--- config.mk ---
export PLATFORM = sky130hd
export DESIGN_NAME = ni_inject_arbiter
export DESIGN_NICKNAME = d
export VERILOG_FILES = /design/src/rtl/ni_inject_arbiter.sv
export SDC_FILE = /design/constraint.sdc
export NUM_CORES = 1
export LEC_CHECK = 0
export BUFFER_PORTS_ARGS = -buffer_cell sky130_fd_sc_hd__buf_2
export CAP_MARGIN = 0
export CORE_MARGIN = 2
export CORE_UTILIZATION = 33
export CTS_BUF_LIST = sky130_fd_sc_hd__clkbuf_8
export DETAILED_ROUTE_END_ITERATION = 6
export PLACE_DENSITY = 0.92
export SLEW_MARGIN = 20
export SYNTH_ARGS = -nofsm -noshare
export SYNTH_HDL_FRONTEND = slang
export SYNTH_SLANG_ARGS = --single-unit
--- constraint.sdc ---
create_clock -name clk_i -period 2.5 [get_ports clk_i]
set_input_delay 0.125 -clock clk_i [delete_from_list [all_inputs] [get_ports clk_i]]
set_output_delay 0.125 -clock clk_i [all_outputs]
set_load 0.01 [all_outputs]
--- src/rtl/ni_inject_arbiter.sv ---
// Packet-atomic, credit-gated round-robin arbiter sharing one NI injection link
// between NREQ FWFT send FIFOs; a grant is held from HEAD through TAIL.
module ni_inject_arbiter #(
    parameter int unsigned DW        = 32,
    parameter int unsigned NREQ      = 2,
    parameter int unsigned CREDITS   = 4,
    parameter int unsigned CW        = $clog2(CREDITS + 1),
    parameter logic [1:0]  FLIT_HEAD = 2'b10,
    parameter logic [1:0]  FLIT_TAIL = 2'b01
) (
    input  logic                 clk_i,
    input  logic                 rst_i,
    input  logic [NREQ-1:0]      req_valid_i,
    input  logic [NREQ*DW-1:0]   req_data_i,
    output logic [NREQ-1:0]      req_ready_o,
    output logic                 valid_o,
    output logic [DW-1:0]        data_o,
    input  logic                 credit_upd_i,
    output logic [NREQ-1:0]      grant_o,
    output logic                 busy_o,
    output logic [CW-1:0]        credit_o,
    output logic                 credit_err_o
);

    localparam int unsigned PW = (NREQ > 1) ? $clog2(NREQ) : 1;

    typedef enum logic [0:0] {StIdle, StLock} state_e;

    state_e          state_q, state_d;
    logic [NREQ-1:0] grant_q, grant_d;
    logic [PW-1:0]   ptr_q, ptr_d;
    logic [CW-1:0]   credit_q, credit_d;
    logic            err_q, err_d;

    logic [DW-1:0]   flits [NREQ];
    logic [NREQ-1:0] eligible;
    logic [PW-1:0]   g_idx;
    logic [PW-1:0]   win;
    logic [PW-1:0]   cand;
    logic            found;
    logic            xfer;
    logic            is_tail;

    always_comb begin
        for (int k = 0; k < NREQ; k++) begin
            flits[k]    = req_data_i[k*DW +: DW];
            eligible[k] = req_valid_i[k] && (flits[k][DW-1 -: 2] == FLIT_HEAD);
        end
    end

    always_comb begin
        g_idx = '0;
        for (int k = 0; k < NREQ; k++) begin
            if (grant_q[k]) g_idx = PW'(k);
        end
    end

    // Round-robin search starting just after the last packet's owner.
    always_comb begin
        found = 1'b0;
        win   = ptr_q;
        cand  = '0;
        for (int off = 1; off <= NREQ; off++) begin
            cand = PW'((int'(ptr_q) + off) % NREQ);
            if (!found && eligible[cand]) begin
                found = 1'b1;
                win   = cand;
            end
        end
    end

    always_comb begin
        data_o      = flits[g_idx];
        valid_o     = (state_q == StLock) && req_valid_i[g_idx] && (credit_q != '0);
        req_ready_o = valid_o ? grant_q : '0;
        xfer        = valid_o;
        is_tail     = (data_o[DW-1 -: 2] == FLIT_TAIL);
    end

    always_comb begin
        state_d = state_q;
        grant_d = grant_q;
        ptr_d   = ptr_q;
        unique case (state_q)
            StIdle: begin
                if (found) begin
                    state_d      = StLock;
                    grant_d      = '0;
                    grant_d[win] = 1'b1;
                end
            end
            StLock: begin
                if (xfer && is_tail) begin
                    state_d = StIdle;
                    grant_d = '0;
                    ptr_d   = g_idx;
                end
            end
            default: state_d = StIdle;
        endcase
    end

    // A return with no transfer at full credit is an overflow: saturate and flag.
    always_comb begin
        credit_d = credit_q;
        err_d    = err_q;
        if (xfer && !credit_upd_i) begin
            credit_d = credit_q - CW'(1);
        end else if (credit_upd_i && !xfer) begin
            if (credit_q == CW'(CREDITS)) begin
                err_d = 1'b1;
            end else begin
                credit_d = credit_q + CW'(1);
            end
        end
    end

    always_ff @(posedge clk_i) begin
        if (rst_i) begin
            state_q  <= StIdle;
            grant_q  <= '0;
            ptr_q    <= PW'(NREQ - 1);
            credit_q <= CW'(CREDITS);
            err_q    <= 1'b0;
        end else begin
            state_q  <= state_d;
            grant_q  <= grant_d;
            ptr_q    <= ptr_d;
            credit_q <= credit_d;
            err_q    <= err_d;
        end
    end

    assign grant_o      = grant_q;
    assign busy_o       = (state_q == StLock);
    assign credit_o     = credit_q;
    assign credit_err_o = err_q;

endmodule

Word-level counts from Yosys, hierarchy flattened
Cells that the tools add are included.
{ "classes": {"n_addsub": 4, "n_lt_le_gt_ge": 6, "eq_ne": 7, "n_mux": 26, "bitwise_logic": 3, "reduce_logical": 18} }
{ "op_table": {"columns": ["operator", "n"], "rows": [
  ["$mux 32", 3],
  ["$mux 1", 14],
  ["$logic_and 1x1->1", 9],
  ["$mux 3", 3],
  ["$lt 1x2->1 const B", 4],
  ["$mux 2", 3],
  ["$reduce_and 2->1", 3],
  ["$eq 2x2->1 const B", 2],
  ["$ne 2x2->1 const B", 2],
  ["$pmux 2 s2", 1],
  ["$add 3x1->3 const B", 1],
  ["$eq 3x3->1 const B", 1],
  ["$logic_not 1->1", 3],
  ["$reduce_and 3->1", 1],
  ["$reduce_bool 3->1", 1],
  ["$sub 3x1->3 const B", 1],
  ["$add 1x1->1 const B", 2],
  ["$eq 2x1->1 const B", 1],
  ["$ge 2x2->1 const B", 1],
  ["$ne 2x1->1 const B", 1],
  ["$not 1->1", 2],
  ["$not 1->2", 1],
  ["$pmux 1 s2", 1],
  ["$reduce_bool 2->1", 1],
  ["2 further kinds", 2]
]} }
{ "word_totals": {"ff_bits": 8, "in_bits": 69} }

Logic depth before layout (Yosys ltp)
{ "depth": {"word_depth": 14, "depth_mapped": 8} }

Worst setup path after synthesis
OpenSTA, ideal clock, no wires.
{ "synth_path": {"path_kind": "flip-flop to flip-flop", "from": "register credit_q[0], in the netlist credit_o[0]", "to": "register credit_q[2], in the netlist credit_o[2]", "arrival_time_ns": 1.914, "setup_slack_ns": 0.443, "path_stages_with_launch": 9, "n_path_buf": 0, "cell_sequence": "dfxtp_1 -> or3_1 -> and3_1 -> ha_1 -> inv_1 -> fa_1 -> xor2_1 -> o31ai_1 -> o311ai_0"} }
{ "synth_via": {"elab_chain_cells": 6} }
{ "synth_lines": {"columns": ["item", "line", "source"], "rows": [
  ["start: declaration", "32", "logic [CW-1:0] credit_q, credit_d;"],
  ["start signal: assignment", "123", "credit_q <= CW'(CREDITS);"],
  ["start signal: assignment", "129", "credit_q <= credit_d;"],
  ["$reduce_bool 3->1 (*)", "74", "valid_o = (state_q == StLock) && req_valid_i[g_idx] && (credit_q != '0);"],
  ["$logic_and 1x1->1 (*)", "74", null],
  ["via valid_o", "16", "output logic valid_o,"],
  ["$logic_not 1->1", "109", "end else if (credit_upd_i && !xfer) begin"],
  ["$logic_and 1x1->1", "109", null],
  ["$reduce_bool 2->1 (no line)", null, null],
  ["$reduce_and 2->1 (no line)", null, null]
]} }
Mark *: on every way through the listed nets, which the timed path passes. The rest lies on a longest branch. The select of a mux whose other input is x is not followed.
A chain may end at the register's enable or synchronous reset.

Worst setup path in the final report
{ "layout_path": {"from": "register credit_q[2], in the netlist credit_o[2]", "to": "register credit_q[2], in the netlist credit_o[2]"} }
{ "layout_via": {"elab_chain_cells": 6} }
{ "layout_lines": {"columns": ["item"], "rows": [
  ["parallel branches: the longest is 6 deep, another holds $add 3x1->3"]
]} }
Several ways; the timed one is not identified. The select of a mux whose other input is x is not followed.

==> results.sh <==
export IMPL_dr_wl_met3_um=397
export IMPL_sequentialPowerShare_pct=25.2
export IMPL_max_stage_delay_ns=0.39
export IMPL_netSwitchingPower_uw=172
export IMPL_syn2layout_area_growth_pct=69.9
export IMPL_clock_sinks=8
export IMPL_cap_violations=0
export IMPL_ant_nets=0
export IMPL_worst_slack_ns=0.392
export IMPL_yosysWarnings=0
export IMPL_power_density_nw_per_um2=376
export IMPL_start_util_pct=34.9
export IMPL_hold_start="rst_i"
export IMPL_slowest_stage="dfxtp_1"
export IMPL_internal_power_uw=381
export IMPL_multi_input_area_um2=649
export IMPL_grt_pass1_vias=910
export IMPL_ys_seq_area_share_pct=18.5
export IMPL_avgSynthCellArea_um2=9.50
export IMPL_drt_wl_total_um=2870
export IMPL_grt_start_max_net_pins=39
export IMPL_pwr_share_clk_pct=28.6
export IMPL_crit_chain="or3_1 > and3_1 > ha_1 > inv_1 > fa_1 > xor2_1 > o31ai_1 > o311ai_0"
export IMPL_wl_met1_um=1010
export IMPL_min_period_ns=2.11
export IMPL_num_antenna_cells=0
export IMPL_comb_power_share_pct=46.2
export IMPL_grt_setup_unrepaired="no"
export IMPL_p_leak_uw=0.000778
export IMPL_dp_hpwl_um=2480
export IMPL_synth_edf_count=0
export IMPL_root_buffer="clkbuf_8"
export IMPL_route_met2_wl_um=1400
export IMPL_crit_reg2reg_launch="credit_o[2]"
export IMPL_cp_max_fo=6
export IMPL_clk_path_buf_depth=2
export IMPL_startpoint_type="flip-flop"
export IMPL_r2r_slack_ns=0.39
export IMPL_final_setup_tns_ns=0
export IMPL_drtPass1Iterations=4
export IMPL_clkLatencyLatePin_ns=0.23
export IMPL_power_uw=553
export IMPL_place_area_um2=1430
export IMPL_grt_util_all_layers_pct=16.6
export IMPL_endpoint_kind="flip-flop"
export IMPL_cts_hold_buf=0
export IMPL_chipWidth_um=55.2
export IMPL_async_reset_ff_share_pct=0
export IMPL_ys_flop_type="dfxtp_1"
export IMPL_max_vdd_ir_drop_v=0.000256
export IMPL_skew_ns=0.00188
export IMPL_clkTransAtPathRegs_ns=0.04
export IMPL_antenna_found_initial=0
export IMPL_synth_seq_cells=8
export IMPL_worstPathRequired_ns=2.59
export IMPL_syn_nets=163
export IMPL_fill_cells=224
export IMPL_cp_data_arrival_time_ns=2.20
export IMPL_setup_violations_final=0
export IMPL_core_um2=2480
export IMPL_relSlewSlack_pct=66.0
export IMPL_cts_setup_buffers=0
export IMPL_dieHeight_um=55.2
export IMPL_syn_inst=91
export IMPL_drtIter0Drc=11
export IMPL_postLayoutCellArea_um2=1470
export IMPL_synth_cell_types=31
export IMPL_top_layer="met4"
export IMPL_io_pins=111
export IMPL_via_per_inst=4.92
export IMPL_clock_fmax_mhz=474
export IMPL_hold_viol_final=0
export IMPL_hold_class="in2reg"
export IMPL_grt_overflow=0
export IMPL_dpl_worst_slack_ns=0.407
export IMPL_wl_per_cell_um=12.5
export IMPL_grt_pass1_wl_um=3480
export IMPL_ff_latch_area_um2=160
export IMPL_fin_crit_sh_pct=84.3
export IMPL_drc=0
export IMPL_numCtsBuffers=3
export IMPL_crit_start="credit_o[2]"
export IMPL_tritoncts="done"
export IMPL_htreeDepth=1
export IMPL_nNetsFinal=274
export IMPL_num_rows=18
export IMPL_die_area_um2=3050
export IMPL_hold_ws_ns=0.156
export IMPL_dr_total_vias=1132
export IMPL_gp_congestion=0.771
export IMPL_layout_drive_gt1_share_pct=74.0
export IMPL_synth_area_um2=865
export IMPL_slew_viol_final=0
export IMPL_cts_resized_gates=0
export IMPL_swShare_pct=31.1
export IMPL_status="completed"
export IMPL_portBuffers=110
export IMPL_worst_slew_pin_slew_ns=0.504
export IMPL_crit_type="reg2reg"
==> cells by family after synthesis <==
group                    Yosys count  synth area share, %
XOR/XNOR                           1                 1.01
flip-flops                         8                 18.5
multiplexers                      34                 44.1
AND/OR/NAND/NOR                   23                 14.6
adder cells (fa/ha/maj)            3                 5.21
AO/OA/AOI/OAI                     11                 10.1
buffers and inverters             11                 6.37
==> cell usage in the layout, fill, tap and decap left out, drive strengths merged, types with 2 or more instances in the layout <==
cell,count
inv,6
nor3,3
clkbuf,3
a21oi,3
a32o,2
dfxtp,8
nor2,6
buf,111
and2,2
nand2,3
ha,2
mux2,33
nand3b,2
==> per-layer routing <==
| metal | track usage (%) | vias up |
|---|---|---|
| met5 | 0 | - |
| met4 | 8.54 | 0 |
| li1 | - | 551 |
| met1 | 15.8 | 489 |
| met2 | 33.1 | 85 |
| met3 | 3.23 | 7 |
==> power groups by stage <==
stage / clock (uW) / sequential, uW / combinational (uW)
2_1_floorplan: 0 / 143 / 144
3_3_place_gp: 0 / 141 / 253
3_5_place_dp: 0 / 141 / 257
4_1_cts: 162 / 139 / 258
5_1_grt: 165 / 140 / 283
6_report: 158 / 139 / 256
==> path summary, 6_finish.rpt <==
path                                endpoint  cells past startpoint
worst max-delay path             credit_o[2]                      8
worst min-delay path             credit_o[1]                      2
worst max register to register   credit_o[2]                      8
worst min register to register  credit_err_o                      2
==> critical path: cells and delay by family (launching register included) <==
family | cells | cell delay, ns
AO/OA/AOI/OAI | 2 | 0.34
buffers and inverters | 1 | 0.07
XOR/XNOR | 1 | 0.16
flip-flops | 1 | 0.39
AND/OR/NAND/NOR | 2 | 0.39
adder cells (fa/ha/maj) | 2 | 0.62
==> per-stage QoR <==
step	instances	utilization [%]
after floorplan	91	-
after global placement	227	57.6
after detailed placement	227	57.6
after CTS	230	59.3
after global routing	230	59.3
final	230	59.3
==> synth_stat cells, types with 2 or more instances <==
| library cell | instances | area share, % |
|---|---|---|
| a21oi_1 | 3 | 1.7 |
| a32o_1 | 2 | 2.3 |
| and2_1 | 2 | 1.4 |
| buf_2 | 2 | 1.2 |
| dfxtp_1 | 8 | 19 |
| ha_1 | 2 | 2.9 |
| inv_1 | 6 | 2.6 |
| mux2_2 | 33 | 43 |
| nand2_1 | 3 | 1.3 |
| nand3b_1 | 2 | 1.7 |
| nor2_1 | 6 | 2.6 |
| nor3_1 | 3 | 1.7 |
==> final cells by class <==
class / instances / area share [%]
repair buffers: 111 / 38.0
clock buffers: 3 / 2.81
multi-input cells: 72 / 44.2
inverters: 6 / 1.53
well taps: 30 / 2.56
flip-flops and latches: 8 / 10.9
==> state kept, by name, summed over array words and instances (netlist names) <==
name	cells
credit_err_o	1
grant_o	2
ptr_q	1
busy_o	1
credit_o	3
(Power assumes the default switching activity.)
